===== src/rtl/serial_adder.sv =====
// Bit-serial WIDTH-bit adder: one Full_Adder cell, LSB first, one bit per clock.
// {cout,sum} updates only on completion, so it never shows partial results.

module Full_Adder (
  input  logic a,
  input  logic b,
  input  logic cin,
  output logic s,
  output logic cout
);
  assign s    = a ^ b ^ cin;
  assign cout = (a & b) | (cin & (a ^ b));
endmodule

module serial_adder #(
  parameter int WIDTH = 8
) (
  input  logic             clk,
  input  logic             rst,
  input  logic             start,
  input  logic [WIDTH-1:0] a,
  input  logic [WIDTH-1:0] b,
  input  logic             cin,
  output logic             busy,
  output logic             done,
  output logic [WIDTH-1:0] sum,
  output logic             cout
);
  localparam int CNT_W = $clog2(WIDTH);
  localparam logic [CNT_W-1:0] CNT_LAST = CNT_W'(WIDTH - 1);

  localparam logic [1:0] IDLE  = 2'd0;
  localparam logic [1:0] SHIFT = 2'd1;
  localparam logic [1:0] DONE  = 2'd2;

  logic [1:0]       state_q, state_d;
  logic [WIDTH-1:0] a_sr_q, a_sr_d;
  logic [WIDTH-1:0] b_sr_q, b_sr_d;
  logic [WIDTH-1:0] s_sr_q, s_sr_d;
  logic [WIDTH-1:0] sum_q, sum_d;
  logic             carry_q, carry_d;
  logic             cout_q, cout_d;
  logic [CNT_W-1:0] cnt_q, cnt_d;

  logic fa_s;
  logic fa_cout;

  Full_Adder u_fa (
    .a    (a_sr_q[0]),
    .b    (b_sr_q[0]),
    .cin  (carry_q),
    .s    (fa_s),
    .cout (fa_cout)
  );

  always_comb begin
    state_d = state_q;
    a_sr_d  = a_sr_q;
    b_sr_d  = b_sr_q;
    s_sr_d  = s_sr_q;
    sum_d   = sum_q;
    carry_d = carry_q;
    cout_d  = cout_q;
    cnt_d   = cnt_q;
    case (state_q)
      IDLE: begin
        if (start) begin
          a_sr_d  = a;
          b_sr_d  = b;
          carry_d = cin;
          cnt_d   = '0;
          state_d = SHIFT;
        end
      end
      SHIFT: begin
        a_sr_d  = {1'b0, a_sr_q[WIDTH-1:1]};
        b_sr_d  = {1'b0, b_sr_q[WIDTH-1:1]};
        s_sr_d  = {fa_s, s_sr_q[WIDTH-1:1]};
        carry_d = fa_cout;
        cnt_d   = cnt_q + 1'b1;
        // Final bit goes straight into the result register alongside s_sr.
        if (cnt_q == CNT_LAST) begin
          sum_d   = {fa_s, s_sr_q[WIDTH-1:1]};
          cout_d  = fa_cout;
          state_d = DONE;
        end
      end
      DONE: state_d = IDLE;
      default: state_d = IDLE;
    endcase
  end

  always_ff @(posedge clk or posedge rst) begin
    if (rst) begin
      state_q <= IDLE;
      a_sr_q  <= '0;
      b_sr_q  <= '0;
      s_sr_q  <= '0;
      sum_q   <= '0;
      carry_q <= 1'b0;
      cout_q  <= 1'b0;
      cnt_q   <= '0;
    end else begin
      state_q <= state_d;
      a_sr_q  <= a_sr_d;
      b_sr_q  <= b_sr_d;
      s_sr_q  <= s_sr_d;
      sum_q   <= sum_d;
      carry_q <= carry_d;
      cout_q  <= cout_d;
      cnt_q   <= cnt_d;
    end
  end

  assign busy = (state_q == SHIFT) || (state_q == DONE);
  assign done = (state_q == DONE);
  assign sum  = sum_q;
  assign cout = cout_q;
endmodule

===== config.mk =====
export PLATFORM = sky130hd
export DESIGN_NAME = serial_adder
export DESIGN_NICKNAME = d
export VERILOG_FILES = /design/src/rtl/serial_adder.sv
export SDC_FILE = /design/constraint.sdc
export NUM_CORES = 1
export LEC_CHECK = 0
export ABC_CLOCK_PERIOD_IN_PS = 2230
export CAP_MARGIN = 10
export CORE_MARGIN = 3
export CORE_UTILIZATION = 51
export DETAILED_ROUTE_END_ITERATION = 8
export PLACE_DENSITY = 0.78
export SYNTH_ARGS = -nofsm -noshare
export SYNTH_HDL_FRONTEND = slang
export SYNTH_SLANG_ARGS = --single-unit
export TNS_END_PERCENT = 20

===== constraint.sdc =====
create_clock -name clk -period 2.23 [get_ports clk]
set_input_delay 0.446 -clock clk [delete_from_list [all_inputs] [get_ports clk]]
set_output_delay 0.446 -clock clk [all_outputs]
set_load 0.05 [all_outputs]

==> summary.txt, run 1 <==
outcome = finished clean
final total negative setup slack = 0 ns
htree depth = 2
layout overhead on the synthesized area = 24.75%
total overflow reported by the global router = 0
starting utilization of the core area = 0.5532
CTS root buf = sky130_fd_sc_hd__clkbuf_4
TritonCTS sink count = 38
number of buffers inserted during clock tree synthesis = 5
classification of the worst-slack hold path = in -> async
most frequent cells after synthesis = sky130_fd_sc_hd__dfrtp_1 (38), sky130_fd_sc_hd__mux2_2 (16), sky130_fd_sc_hd__inv_1 (12)
beginning of the worst register-to-register path = state_q[0]
Post-synth ARST share = 1.000
vertical die dimension = 64.48 µm
Worst Path Class, Setup = reg -> out
category of the worst setup path capture point = output pin
remaining antenna violation count after routing = 0
final-report setup violation count = 0
clock latency of the later-clocked register in the worst-skew pair = 0.35 ns
most common cell in the netlist = sky130_fd_sc_hd__dfrtp_1
source of the critical timing path = sum[0]
worst-path fanout max = 2
global-route wire length before repair = 6258 µm
final hold vios = 0
cell types occupying the most area after synthesis = sky130_fd_sc_hd__dfrtp_1 (55%), sky130_fd_sc_hd__mux2_2 (10%), sky130_fd_sc_hd__a221oi_2 (6.9%)
total power divided by cell area = 1393 nW/µm²
I/O pin count = 31
I/O Buffers = 30
slew at the pin closest to its max-slew limit = 0.5757 ns
average wire length per cell after detail routing = 16.30 µm
final clock skew = 0.01302 ns
largest net degree at the start of global routing = 15
routed via count = 1,244
DRC Markers = 0
Post-Synthesis Cells = 138
setup repair after global routing missed its margin = false
minimum hold slack = 0.3922 ns
via count of the first global-routing pass = 1,360
ratio of cells with drive above 1 in the final layout = 0.2737
antenna violations before repair = 0
clock transition at the registers of the reported paths = 0.11 ns
Crit path max-delay family = buffers and inverters
Initial DRC Count = 34
leakage power of the design = 0.9711 nW
CTS tree = done
maximum capacitance violations = 0
crit share post-route = 0.8780
launching element type of the critical path = flop
Antenna Cells = 0
data arrival time at the worst-slack endpoint = 1.51 ns
final HPWL from detailed placement = 2733 µm
Nets = 205
CTS hold repair buffers = 0
warnings from Yosys = 0
max frequency = 510.7 MHz
Yosys top cell area share = 0.5452
mean cell area of the mapped netlist = 12.64 µm²
global placement routability congestion = 0.7534
library cells used by synthesis = 22
Synth area leader = sky130_fd_sc_hd__dfrtp_1
overall fraction of global-route tracks in use = 0.2001
number of synthesized register bits = 38
Net Count, Synth = 164
data required time at the worst endpoint = 1.78 ns
total core area = 3153 µm²
sequence of cells on the critical path = clkdlybuf4s50_1
area of the mapped netlist = 1744 µm²
area of the die = 4158 µm²
number of rows created at floorplan = 20
slowest stage delay, CP = 0.80 ns
most used flip-flop cell after synthesis = sky130_fd_sc_hd__dfrtp_1
Die Wd = 64.48 µm
Max Buffers Root-to-Sink = 2
aggregate routed wire length = 3635 µm
number of buffers and inverters on the critical path = 1
number of enable flip-flop cells after synthesis = 0
VDD IR-drop max = 0.0007162 V
slowest cell on the critical path = sky130_fd_sc_hd__clkdlybuf4s50_1
via/cell ratio = 5.578
number of optimization iterations in the first detailed-route pass = 4
minimum period implied by the final worst setup slack = 1.958 ns
post_cts resized = 0
Pins Over Slew Limit = 0
normalized max-slew margin = 0.6162
sequential-to-total area share from yosys stat = 0.5452
Post CTS Setup Buffer Count = 0
==> through the flow <==
step / total power, W / util / cell area (µm²) / setup WS [ns] / cells
after floorplan: 0.002286 / - / 1744 / 0.6733 / 138
after global placement: 0.002629 / 0.6750 / 2128 / 0.2080 / 216
after detailed placement: 0.002724 / 0.6750 / 2128 / 0.1071 / 216
after CTS: 0.003046 / 0.6901 / 2176 / 0.2579 / 223
after global routing: 0.003251 / 0.6901 / 2176 / 0.2023 / 223
final: 0.003032 / 0.6901 / 2176 / 0.2721 / 223
==> sequential cells by signal, indices dropped and copies added (netlist names) <==
name	count
b_sr_q	8
a_sr_q	8
sum	8
cnt_q	3
cout	1
s_sr_q	7
state_q	2
carry_q	1
==> placed cells by master (no fill, tap or decap), drive strengths merged, types with 7 or more instances in the layout <==
master          n
a221oi          8
o221a           7
clkdlybuf4s50  28
dfrtp          38
mux2           16
buf            10
nor2            8
inv            13
nand2b          9
o22ai           9
==> report_power, final <==
group | total, W | internal, W | leakage (nW) | switching, W
clock network | 0.000326 | 0.000113 | 0.0308 | 0.000213
registers | 0.00118 | 0.000987 | 0.455 | 0.000196
logic | 0.00152 | 0.000690 | 0.485 | 0.000832
==> final cells by class <==
cell class	count	area, µm²
Fill cell	261	977.2
Inverter	13	48.80
Sequential cell	38	950.9
Tap cell	44	55.05
Multi-Input combinational cell	83	718.2
Clock buffer	5	37.54
Clock inverter	2	10.01
Timing Repair Buffer	38	355.3
==> path summary, 6_finish.rpt <==
| kind | to | slack (ns) | cells after the start |
|---|---|---|---|
| worst max-delay path | sum[0] | 0.27 | 1 |
| worst min-delay path | sum[1] | 0.39 | 2 |
| min in group clk | cnt_q[0] | 0.50 | 1 |
| max in group asynchronous | carry_q | 1.27 | 3 |
| worst min register to register | cnt_q[0] | 0.50 | 1 |
| worst max register to register | a_sr_q[1] | 0.51 | 5 |
==> per-layer routing <==
metal,vias up,global-route usage,share of wire
met5,-,0,0
met1,622,0.2220,0.39
met4,0,0.06860,0.017
met3,7,0.06412,0.050
met2,32,0.3595,0.54
li1,583,-,-
==> cells by family after synthesis <==
logic type               synth area share
buffers and inverters             0.04303
AND/OR/NAND/NOR                   0.07604
multiplexers                       0.1090
flip-flops                         0.5452
adder cells (fa/ha/maj)           0.04735
AO/OA/AOI/OAI                      0.1793
Power figures use the tool's default switching activity.
==> run 2, diff against run 1 <==
--- a/config.mk
+++ b/config.mk
@@ -7,10 +7,12 @@
 export LEC_CHECK = 0
 export ABC_CLOCK_PERIOD_IN_PS = 2230
 export CAP_MARGIN = 10
+export CELL_PAD_IN_SITES_DETAIL_PLACEMENT = 1
+export CELL_PAD_IN_SITES_GLOBAL_PLACEMENT = 1
 export CORE_MARGIN = 3
-export CORE_UTILIZATION = 51
+export CORE_UTILIZATION = 41
 export DETAILED_ROUTE_END_ITERATION = 8
-export PLACE_DENSITY = 0.78
+export PLACE_DENSITY_LB_ADDON = 0.1
 export SYNTH_ARGS = -nofsm -noshare
 export SYNTH_HDL_FRONTEND = slang
 export SYNTH_SLANG_ARGS = --single-unit
==> summary.txt, run 2 (same netlist as run 1, synthesis figures left out) <==
source of the critical timing path = sum[5]
minimum hold slack = 0.5119 ns (+0.1197 ns)
remaining antenna violation count after routing = 0 (unchanged)
I/O Buffers = 30 (unchanged)
average wire length per cell after detail routing = 17.27 µm (+5.9%)
via/cell ratio = 5.465 (-2.0%)
number of buffers inserted during clock tree synthesis = 5 (unchanged)
outcome = finished clean
Crit path max-delay family = buffers and inverters
I/O pin count = 31 (unchanged)
final clock skew = 0.006927 ns (-0.006095 ns)
endpoint of the worst register-to-register path = a_sr_q[6]
slowest stage delay, CP = 0.81 ns (about the same)
critical path depth = 1 (unchanged)
fin util = 0.5615 (-0.1286)
data required time at the worst endpoint = 1.78 ns (about the same)
largest net degree at the start of global routing = 39 (+24)
crit path capture = sum[5]
Worst Path Class, Setup = reg -> out
starting utilization of the core area = 0.4298 (-0.1233)
Nets = 205 (unchanged)
setup repair after global routing missed its margin = false
slew at the pin closest to its max-slew limit = 0.5720 ns (-0.003697 ns)
leakage power of the design = 1.012 nW (+4.2%)
FF-to-FF path depth = 5 (unchanged)
category of the worst setup path capture point = output pin
minimum period implied by the final worst setup slack = 1.914 ns (-0.04351 ns)
htree depth = 2 (unchanged)
layout overhead on the synthesized area = 30.63%
via count of the first global-routing pass = 1,392 (+2.4%)
total power divided by cell area = 1513 nW/µm² (+8.6%)
routed via count = 1,257 (+1.0%)
clock transition at the registers of the reported paths = 0.08 ns (-0.03 ns)
commonest non-fill, non-tap cells in the layout = sky130_fd_sc_hd__dfrtp_1 (38), sky130_fd_sc_hd__clkdlybuf4s50_1 (28), sky130_fd_sc_hd__mux2_2 (16)
DRC Markers = 0 (unchanged)
area of the die = 5073 µm² (+22%)
final total negative setup slack = 0 ns (unchanged)
Pins Over Slew Limit = 0 (unchanged)
global placement routability congestion = 0.7399 (-1.8%)
post_cts resized = 0 (unchanged)
final hold vios = 0 (unchanged)
Die Wd = 71.23 µm (+10%)
max frequency = 522.4 MHz (+2.3%)
fraction of power consumed by sequential logic = 0.343 (-0.047)
Post CTS Setup Buffer Count = 0 (unchanged)
maximum capacitance violations = 0 (unchanged)
worst-path fanout max = 2 (unchanged)
global-route wire length before repair = 6658 µm (+6.4%)
beginning of the worst register-to-register path = state_q[0]
clock latency of the later-clocked register in the worst-skew pair = 0.29 ns (-0.06 ns)
register-to-register setup slack = 0.46 ns (-0.05 ns)
VDD IR-drop max = 0.0005926 V (-17%)
Max Buffers Root-to-Sink = 2 (unchanged)
number of rows created at floorplan = 23 (+15%)
share of total power in the clock network = 0.212 (+0.104)
total overflow reported by the global router = 0 (unchanged)
proportion of power drawn by combinational gates = 0.445 (-0.057)
overall fraction of global-route tracks in use = 0.1697 (-0.03041)
TritonCTS sink count = 38 (unchanged)
number of buffers and inverters on the critical path = 1 (unchanged)
crit share post-route = 0.8585 (-0.01951)
antenna violations before repair = 0 (unchanged)
aggregate routed wire length = 3972 µm (+9.3%)
CTS hold repair buffers = 0 (unchanged)
switching portion of total power = 0.3737 (-0.03565)
ratio of cells with drive above 1 in the final layout = 0.2778 (+0.004035)
data arrival time at the worst-slack endpoint = 1.47 ns (-0.04 ns)
classification of the worst-slack hold path = reg -> reg
final HPWL from detailed placement = 2841 µm (+3.9%)
normalized max-slew margin = 0.6187 (+0.002464)
CTS tree = done
slowest cell on the critical path = sky130_fd_sc_hd__clkdlybuf4s50_1
P_int = 0.002159 W (+21%)
CTS root buf = sky130_fd_sc_hd__clkbuf_8
vertical die dimension = 71.23 µm (+10%)
sequence of cells on the critical path = clkdlybuf4s50_1
most common cell after layout, fill and taps aside = sky130_fd_sc_hd__dfrtp_1
Antenna Cells = 0 (unchanged)
total core area = 4058 µm² (+29%)
final-report setup violation count = 0 (unchanged)
Initial DRC Count = 89 (+160%)
number of optimization iterations in the first detailed-route pass = 4 (unchanged)
power spent charging and discharging nets = 0.001288 W (+3.8%)
launching element type of the critical path = flop
-- run 2: changes by cell type in the layout (fill, tap and decap cells not counted), sizes merged --
cell	change
clkinv	-2
bufinv	+2
clkbuf	+1
-- run 2: how the worst min path moves through the flow --
stage,start,to,slack (ns),cells past startpoint
floorplan,cnt_q[0],cnt_q[0],0.47,1
global placement,sum[1],sum[1],0.49,1
detailed placement,sum[7],sum[7],0.50,1
CTS,sum[7],sum[7],0.52,1
global route,sum[3],sum[3],0.53,1
finish,cout,cout,0.51,1
-- run 2: per-stage QoR --
step	setup WS [ns]	instance area [µm²]	total power, W	std cells
after floorplan	0.6733	1744	0.002286	138
after global placement	0.3602	2136	0.002656	222
after detailed placement	0.3125	2136	0.002744	222
after CTS	0.3058	2278	0.003485	230
after global routing	0.2734	2278	0.003672	230
final	0.3156	2278	0.003446	230
-- run 2: cell type report --
| type | instances | area, µm² |
|---|---|---|
| Fill cell | 427 | 1779 |
| Sequential cell | 38 | 950.9 |
| Clock buffer | 6 | 82.58 |
| Clock inverter | 2 | 60.06 |
| Multi-Input combinational cell | 83 | 718.2 |
| Inverter | 13 | 48.80 |
| Tap cell | 50 | 62.56 |
| Timing Repair Buffer | 38 | 355.3 |
-- run 2: metal layers --
layer  vias up  GRT usage  wire length (µm)
met5         -          0                 0
li1        582          -                 -
met2        23     0.2714              2021
met4         0    0.05637                58
met3         8    0.05049               163
met1       644     0.2217              1728
-- run 2: power by group through the flow --
stage / registers, W / logic [W] / clock network (W)
3_3_place_gp: 0.00118 / 0.00148 / 0
5_1_grt: 0.00122 / 0.00167 / 0.000780
6_report: 0.00118 / 0.00154 / 0.000731
2_1_floorplan: 0.00131 / 0.000978 / 0
3_5_place_dp: 0.00119 / 0.00155 / 0
4_1_cts: 0.00119 / 0.00156 / 0.000742
==> run 3, diff against run 2 <==
--- a/config.mk
+++ b/config.mk
@@ -12,6 +12,7 @@
 export CORE_MARGIN = 3
 export CORE_UTILIZATION = 41
 export DETAILED_ROUTE_END_ITERATION = 8
+export GPL_ROUTABILITY_DRIVEN = 1
 export PLACE_DENSITY_LB_ADDON = 0.1
 export SYNTH_ARGS = -nofsm -noshare
 export SYNTH_HDL_FRONTEND = slang
==> results of run 3 <==
Final layout, timing and power as in run 2 (identical DEF).
